## src/rtl/fetch_unit.sv

```systemverilog
// MIPS instruction-fetch stage: owns pc_F, fetches over a req/gnt/rvalid handshake, fills the F/D register.
// Optional misaligned-redirect trap (exc_adel/exc_badpc ports) is compiled in with `define FETCH_ADEL_CHECK_EN.
module fetch_unit #(
  parameter logic [31:0] RESET_PC      = 32'h0000_3000,
  parameter int          IMEM_MAX_WAIT = 16
) (
  input  logic        clk,
  input  logic        reset_n,
  input  logic        stall_F,
  input  logic        redirect,
  input  logic [31:0] NPC,
  output logic        imem_req,
  output logic [31:0] imem_addr,
  input  logic        imem_gnt,
  input  logic        imem_rvalid,
  input  logic [31:0] imem_rdata,
  output logic [31:0] instr_D,
  output logic [31:0] PC8_D,
  output logic        valid_D,
  output logic        fetch_timeout
`ifdef FETCH_ADEL_CHECK_EN
  ,
  output logic        exc_adel,
  output logic [31:0] exc_badpc
`endif
);

  localparam int              WD_W    = $clog2(IMEM_MAX_WAIT + 1);
  localparam logic [WD_W-1:0] WD_MAX  = WD_W'(IMEM_MAX_WAIT);
  localparam logic [WD_W-1:0] WD_LAST = WD_W'(IMEM_MAX_WAIT - 1);
  localparam logic [WD_W-1:0] WD_ONE  = WD_W'(1);
  localparam logic [WD_W-1:0] WD_ZERO = WD_W'(0);

  typedef enum logic [1:0] {
    S_IDLE = 2'b00,
    S_REQ  = 2'b01,
    S_WAIT = 2'b10,
    S_HOLD = 2'b11
  } state_t;

  state_t          state_r;
  state_t          state_nx;
  logic [31:0]     pc_r;
  logic [31:0]     pc_nx;
  logic            redir_pend_r;
  logic            redir_pend_nx;
  logic [31:0]     redir_pc_r;
  logic [31:0]     redir_pc_nx;
  logic [31:0]     hold_data_r;
  logic [31:0]     hold_data_nx;
  logic [WD_W-1:0] wd_r;
  logic [WD_W-1:0] wd_nx;
  logic            timeout_nx;
  logic            load_s;
  logic [31:0]     load_data_s;
  logic [31:0]     npc_s;
  logic [31:0]     instr_nx;
  logic [31:0]     pc8_nx;
  logic            valid_nx;
  logic            stop_load_s;
  logic            stop_idle_s;

  // A redirect target is always word aligned before it can become a fetch address.
  assign npc_s = NPC & 32'hFFFF_FFFC;

`ifdef FETCH_ADEL_CHECK_EN
  logic        adel_nx;
  logic [31:0] badpc_nx;
  logic        stop_r;

  // Trap the first misaligned redirect target; the delay slot still completes.
  always_comb begin
    adel_nx  = exc_adel;
    badpc_nx = exc_badpc;
    if (!exc_adel && redirect && (NPC[1:0] != 2'b00)) begin
      adel_nx  = 1'b1;
      badpc_nx = NPC;
    end else begin
      adel_nx  = exc_adel;
      badpc_nx = exc_badpc;
    end
  end

  assign stop_load_s = adel_nx;
  assign stop_idle_s = stop_r;

  // Trap flags and the fetch-stop latch, cleared only by reset.
  always_ff @(posedge clk) begin
    if (!reset_n) begin
      exc_adel  <= 1'b0;
      exc_badpc <= 32'h0000_0000;
      stop_r    <= 1'b0;
    end else begin
      exc_adel  <= adel_nx;
      exc_badpc <= badpc_nx;
      stop_r    <= stop_r | (load_s & adel_nx);
    end
  end
`else
  assign stop_load_s = 1'b0;
  assign stop_idle_s = 1'b0;
`endif

  // Fetch FSM next state; a load happens on rvalid or on buffer release while D is free.
  always_comb begin
    state_nx     = state_r;
    load_s       = 1'b0;
    load_data_s  = 32'h0000_0000;
    hold_data_nx = hold_data_r;
    case (state_r)
      S_IDLE: begin
        if (stop_idle_s) state_nx = S_IDLE;
        else             state_nx = S_REQ;
      end
      S_REQ: begin
        if (imem_gnt) state_nx = S_WAIT;
        else          state_nx = S_REQ;
      end
      S_WAIT: begin
        if (imem_rvalid) begin
          if (stall_F) begin
            hold_data_nx = imem_rdata;
            state_nx     = S_HOLD;
          end else begin
            load_s      = 1'b1;
            load_data_s = imem_rdata;
            state_nx    = stop_load_s ? S_IDLE : S_REQ;
          end
        end else begin
          state_nx = S_WAIT;
        end
      end
      S_HOLD: begin
        if (stall_F) begin
          state_nx = S_HOLD;
        end else begin
          load_s      = 1'b1;
          load_data_s = hold_data_r;
          state_nx    = stop_load_s ? S_IDLE : S_REQ;
        end
      end
      default: state_nx = S_IDLE;
    endcase
  end

  // PC selection, pending-redirect bookkeeping and F/D register next values.
  always_comb begin
    pc_nx         = pc_r;
    redir_pend_nx = redir_pend_r;
    redir_pc_nx   = redir_pc_r;
    instr_nx      = instr_D;
    pc8_nx        = PC8_D;
    valid_nx      = valid_D;
    if (load_s) begin
      instr_nx      = load_data_s;
      pc8_nx        = pc_r + 32'd8;
      valid_nx      = 1'b1;
      redir_pend_nx = 1'b0;
      // A redirect seen on the load edge wins over an older pending one.
      if (redirect)          pc_nx = npc_s;
      else if (redir_pend_r) pc_nx = redir_pc_r;
      else                   pc_nx = pc_r + 32'd4;
    end else begin
      if (stall_F) valid_nx = valid_D;
      else         valid_nx = 1'b0;
      if (redirect) begin
        redir_pend_nx = 1'b1;
        redir_pc_nx   = npc_s;
      end else begin
        redir_pend_nx = redir_pend_r;
        redir_pc_nx   = redir_pc_r;
      end
    end
  end

  // Watchdog over cycles spent waiting for rvalid; the timeout flag is sticky.
  always_comb begin
    wd_nx      = wd_r;
    timeout_nx = fetch_timeout;
    if (state_r == S_WAIT) begin
      if (imem_rvalid) begin
        wd_nx      = WD_ZERO;
        timeout_nx = fetch_timeout;
      end else begin
        if (wd_r != WD_MAX) wd_nx = wd_r + WD_ONE;
        else                wd_nx = wd_r;
        if (wd_r >= WD_LAST) timeout_nx = 1'b1;
        else                 timeout_nx = fetch_timeout;
      end
    end else begin
      wd_nx      = wd_r;
      timeout_nx = fetch_timeout;
    end
  end

  // FSM state register.
  always_ff @(posedge clk) begin
    if (!reset_n) state_r <= S_IDLE;
    else          state_r <= state_nx;
  end

  // Datapath registers, including the registered memory request outputs.
  always_ff @(posedge clk) begin
    if (!reset_n) begin
      pc_r          <= RESET_PC;
      redir_pend_r  <= 1'b0;
      redir_pc_r    <= 32'h0000_0000;
      hold_data_r   <= 32'h0000_0000;
      wd_r          <= WD_ZERO;
      fetch_timeout <= 1'b0;
      instr_D       <= 32'h0000_0000;
      PC8_D         <= 32'h0000_0000;
      valid_D       <= 1'b0;
      imem_req      <= 1'b0;
      imem_addr     <= {RESET_PC[31:2], 2'b00};
    end else begin
      pc_r          <= pc_nx;
      redir_pend_r  <= redir_pend_nx;
      redir_pc_r    <= redir_pc_nx;
      hold_data_r   <= hold_data_nx;
      wd_r          <= wd_nx;
      fetch_timeout <= timeout_nx;
      instr_D       <= instr_nx;
      PC8_D         <= pc8_nx;
      valid_D       <= valid_nx;
      imem_req      <= (state_nx == S_REQ);
      imem_addr     <= {pc_nx[31:2], 2'b00};
    end
  end

endmodule

```

## config.mk

```make
export PLATFORM = sky130hd
export DESIGN_NAME = fetch_unit
export DESIGN_NICKNAME = d
export VERILOG_FILES = /design/src/rtl/fetch_unit.sv
export SDC_FILE = /design/constraint.sdc
export NUM_CORES = 1
export LEC_CHECK = 0
export ABC_AREA = 1
export CAP_MARGIN = 10
export CORE_MARGIN = 2
export CORE_UTILIZATION = 30
export DETAILED_ROUTE_END_ITERATION = 7
export GPL_ROUTABILITY_DRIVEN = 0
export PLACE_DENSITY = 0.53
export SLEW_MARGIN = 25
export SYNTH_ARGS = -nofsm -noshare
export SYNTH_HDL_FRONTEND = slang
export SYNTH_SLANG_ARGS = --single-unit
```

## constraint.sdc

```tcl
create_clock -name clk -period 1.9 [get_ports clk]
set_input_delay 0.38 -clock clk [delete_from_list [all_inputs] [get_ports clk]]
set_output_delay 0.38 -clock clk [all_outputs]
set_load 0.005 [all_outputs]
```

# After elaboration in Yosys (flattened, before gate mapping)
# Cells that the tools add are included.
[totals] regBits=171
[op_classes] addsub=3 magnitude_cmp=1 eq_ne=6 muxes=18 bitwise=3 reduce_logical=7
[op_table] cell="$mux W32" n=6
[op_table] cell="$pmux W32 S2" n=1
[op_table] cell="$add A32 B3 Y32 const B" n=1
[op_table] cell="$add A32 B4 Y32 const B" n=1
[op_table] cell="$mux W5" n=2
[op_table] cell="$pmux W2 S4" n=1
[op_table] cell="$mux W2" n=3
[op_table] cell="$reduce_and A3 Y1" n=2
[op_table] cell="$add A5 B1 Y5 const B" n=1
[op_table] cell="$ge A5 B4 Y1 const B" n=1
[op_table] cell="$ne A5 B5 Y1 const B" n=1
[op_table] cell="$eq A2 B1 Y1 const B" n=2
[op_table] cell="$eq A2 B2 Y1 const B" n=2
[op_table] cell="$mux W1" n=4
[op_table] cell="$reduce_and A2 Y1" n=2
[op_table] cell="$not A1 Y1" n=3
[op_table] cell="$logic_not A2 Y1" n=1
[op_table] cell="$ne A2 B1 Y1 const B" n=1
[op_table] cell="$pmux W1 S2" n=1
[op_table] cell="$reduce_bool A2 Y1" n=1
[op_table] cell="$reduce_or A2 Y1" n=1

# Depth between registers and ports, before layout
[logic_depth] depth_word=5 mapped_depth=11

# Worst setup path before layout
# Ideal clock, no wire load.
[synth_timing] kind="reg-to-reg" start="register pc_r[4]" end="register PC8_D[23]" setup_ns=0.113 arrival_time_ns=1.434 slack_ns=0.353 stages_incl_launch_ff=10 period_less_slack_ns=1.547 path_cell_list="dfxtp_1 -> ha_1 -> nand2_2 -> nor2_4 -> nand2_2 -> nor2_4 -> nand2_1 -> xor2_1 -> o21ai_1 -> inv_1"
[synth_via] elab_chain_len=1
[synth_lines] item="start: declaration" line_no="43" text="logic [31:0] pc_r;"
[synth_lines] item="start signal: assignment" line_no="217" text="pc_r <= pc_nx;"
[synth_lines] item="$add A32 B4 Y32" line_no="156" text="pc8_nx = pc_r + 32'd8;"
[synth_lines] item="end signal: assignment" line_no="224" text="PC8_D <= pc8_nx;"
[synth_lines] item="end: declaration" line_no="18" text="output logic [31:0] PC8_D,"
# Every way passes these cells.
# A chain may end at the register's enable or synchronous reset.

==> impl_metrics.env <==
export IMPL_clock_latency_ns=0.43
export IMPL_initial_utilization_pct=30.5
export IMPL_syn_area_sq_mm=0.00793
export IMPL_root_buffer="clkbuf_16"
export IMPL_rr_endpoint="PC8_D[23]"
export IMPL_crit_family="buffers and inverters"
export IMPL_layout_setup_ws_ns=0.0561
export IMPL_crit_fanout=6
export IMPL_cp_endpoint="imem_addr[12]"
export IMPL_rows=59
export IMPL_wirelength_microns=26000
export IMPL_synth_top_family_by_area="simple AND/OR/NAND/NOR gates"
export IMPL_worst_slew_pin_slew_ns=0.508
export IMPL_synth_compound_area_share_pct=19.7
export IMPL_ant_nets=0
export IMPL_r2r_start="pc_r[3]"
export IMPL_yosysWarnings=0
export IMPL_intPower_mw=5.77
export IMPL_diodes=0
export IMPL_yosys_cell_types_count=39
export IMPL_dp_hpwl_microns=18400
export IMPL_cp_num_buf_inv=1
export IMPL_netlist_instances=1126
export IMPL_cp_slowest_cell="clkdlybuf4s50_1"
export IMPL_crit_path_end_kind="output pin"
export IMPL_grtUsageTotal_pct=18.7
export IMPL_p_leak_nw=4.35
export IMPL_status="finished clean"
export IMPL_wl_per_cell_microns=15.8
export IMPL_hp_start="reset_n"
export IMPL_clock_sinks=165
export IMPL_fin_crit_ns=1.84
export IMPL_vias_per_cell=4.73
export IMPL_vias=7788
export IMPL_setup_viol=0
export IMPL_grt_pass1_wl_microns=41400
export IMPL_relSlewSlack_pct=66.0
export IMPL_drive_gt1_share_pct=11.8
export IMPL_fin_crit_sh_pct=97.0
export IMPL_clk_path_buf_depth=2
export IMPL_area_growth_pct=35.8
export IMPL_final_util_pct=41.4
export IMPL_fp_dieH_microns=167
export IMPL_netSwitchingPower_mw=2.14
export IMPL_final_nets=1372
export IMPL_synthArstFlopShare_pct=0
export IMPL_vdd_ir_drop_max_v=0.000470
export IMPL_multiInputGateArea_sq_mm=0.00397
export IMPL_crit_required_ns=1.52
export IMPL_min_path_type="input port to register"
export IMPL_drv_cap=0
export IMPL_cp_startpoint="pc_r[12]"
export IMPL_yosysSeqAreaShare_pct=41.7
export IMPL_core_area_sq_mm=0.0260
export IMPL_grt_overflow=0
export IMPL_finalHoldViolCount=0
export IMPL_clkPwrFrac_pct=43.0
export IMPL_seqCellArea_sq_mm=0.00332
export IMPL_reg2reg_setup_slack_ns=0.22
export IMPL_cpPeakStageDelay_ns=0.56
export IMPL_rsz0062_at_grt="false"
export IMPL_synthXorXnorAreaFrac_pct=1.77
export IMPL_grt_max_degree=54
export IMPL_cts_tree="yes"
export IMPL_drc=0
export IMPL_p_per_area_mw_per_mm2=734
export IMPL_h_tree_depth=4
export IMPL_io_buffer_count=162
export IMPL_ys_flop_type="dfxtp_1"
export IMPL_comb_power_share_pct=10.7
export IMPL_power_frac_seq_pct=46.3
export IMPL_cts_buffers=17
export IMPL_whs_ns=0.321
export IMPL_crit_arrival_ns=1.46
export IMPL_die_w_microns=167
export IMPL_antenna_found_initial=2
export IMPL_skew_ns=0.0156
export IMPL_critical_path_depth=1
export IMPL_worst_setup_path_type="register to output pin"
export IMPL_worst_setup_path_start_kind="register"
export IMPL_path_clk_slew_ns=0.06
export IMPL_dr_pass1_iters=7
export IMPL_synthAdderAreaFrac_pct=0.789
export IMPL_holdBufCountCts=0
export IMPL_fillers=2675
export IMPL_ios=169
export IMPL_reg2reg_depth=9
export IMPL_synth_mux_area_share_pct=0
export IMPL_synth_avg_cell_area_sq_um=7.04
export IMPL_ys_ff_latch=165
export IMPL_drtIter0Drc=445
export IMPL_post_cts_setup_buffers=0
export IMPL_worstPathCellList="clkdlybuf4s50_1"
export IMPL_switching_share_pct=27.0
export IMPL_place_ws_ns=-0.0531
export IMPL_grt_pass1_vias=7565
export IMPL_clock_fmax_mhz=542
export IMPL_drv_slew=0
export IMPL_dieArea_sq_mm=0.0278
export IMPL_synth_edf_count=0
export IMPL_finalPower_mw=7.90
export IMPL_synth_simple_area_share_pct=27.5
## registers in the layout, indices dropped and copies added (netlist names)
register / cells
redir_pend_r: 1
redir_pc_r: 30
instr_D: 32
hold_data_r: 32
PC8_D: 30
pc_r: 30
valid_D: 1
imem_req: 1
state_r: 2
wd_r: 5
fetch_timeout: 1
## cell usage after synthesis, types with 3 or more instances
library cell  instances  area, sq um
nand2_1             251          942
dfxtp_1             165         3300
nor2_1              123          462
a21oi_1             110          551
inv_1                93          349
o21ai_0              87          435
nand3_1              56          280
a22oi_1              31          233
buf_2                29          145
clkbuf_1             25         93.8
o21ai_1              20          100
nor2_2               18          113
xor2_1               14          123
a211oi_1             12         90.1
nor2_4               12          135
nand2_2              11         68.8
inv_2                10         37.5
buf_4                 6         45.0
nand4_1               6         37.5
o211ai_1              6         45.0
a31oi_1               5         31.3
ha_1                  5         62.6
nand2_4               5         56.3
nor3_1                4         20.0
a22o_1                3         26.3
o22ai_1               3         18.8
## metrics by stage
stage / std cells / setup TNS, ns / area (sq um)
floorplan: 1129 / 0 / 7940
global placement: 1613 / -1.07 / 10200
detailed placement: 1613 / -1.33 / 10200
CTS: 1645 / 0 / 10800
global route: 1645 / 0 / 10800
finish: 1645 / 0 / 10800
## timing repair
item | in CTS | in global routing
gates resized for setup | 9 | 4
endpoints found under the hold margin | 0 | 0
endpoints found under the setup margin | 9 | 5
## worst min-delay path by stage
stage                          end  slack, ns  cells past startpoint
finish                 instr_D[27]       0.32                      3
global route           instr_D[27]       0.33                      3
CTS                    instr_D[27]       0.32                      3
detailed placement       PC8_D[15]       0.45                      2
global placement         PC8_D[15]       0.44                      2
floorplan           redir_pc_r[19]       0.43                      2
## cells in the final DEF, fill, tap and decap left out, drive strengths merged, types with 5 or more instances in the layout
cell           instances
ha                     5
nor3                   5
clkdlybuf4s50        161
a21oi                110
buf                   50
nand4                  6
a211oi                12
xor2                  14
o211ai                 6
inv                  110
o21ai                107
a22oi                 31
clkbuf                19
nor2                 154
a31oi                  5
dfxtp                165
nand3                 57
nand2                267
clkinv                 5
## cell type report
cell class / instances / area share [%]
multi-input cells: 799 / 36.9
flip-flops and latches: 165 / 30.8
repair buffers: 211 / 19.6
clock buffers: 19 / 4.21
well taps: 335 / 3.89
inverters: 103 / 3.59
clock inverters: 13 / 1.05
## logic make-up after synthesis
family,Yosys count
AND/OR/NAND/NOR,493
AO/OA/AOI/OAI,281
buffers and inverters,165
flip-flops,165
XOR/XNOR,16
adder cells (fa/ha/maj),5
other,1
## metal layers
| layer | vias up | track usage [%] | share of wire, % |
|---|---|---|---|
| li1 | 4016 | - | - |
| met1 | 3504 | 24.1 | 45 |
| met2 | 230 | 29.8 | 45 |
| met3 | 38 | 5.96 | 7.6 |
| met4 | 0 | 6.22 | 2.4 |
| met5 | - | 0 | 0 |
## worst reg2reg max path, delay by kind of cell, from the launching register on
family,cells,cell delay (ns)
and+or+nand+nor,5,0.58
DFF,1,0.40
adders and majority gates,1,0.24
xor gates and xnor gates,1,0.18
AOI/OAI and AO/OA,1,0.15
buffers and inverters,1,0.05
## power groups by stage
stage                     combinational [mW]  sequential, mW  clock [mW]
after floorplan                        0.396            3.72           0
after global placement                 0.845            3.74           0
after detailed placement               0.851            3.74           0
after CTS                              0.854            3.66        3.49
after global routing                   0.937            3.68        3.61
final                                  0.846            3.66        3.40
(Power assumes the default switching activity.)
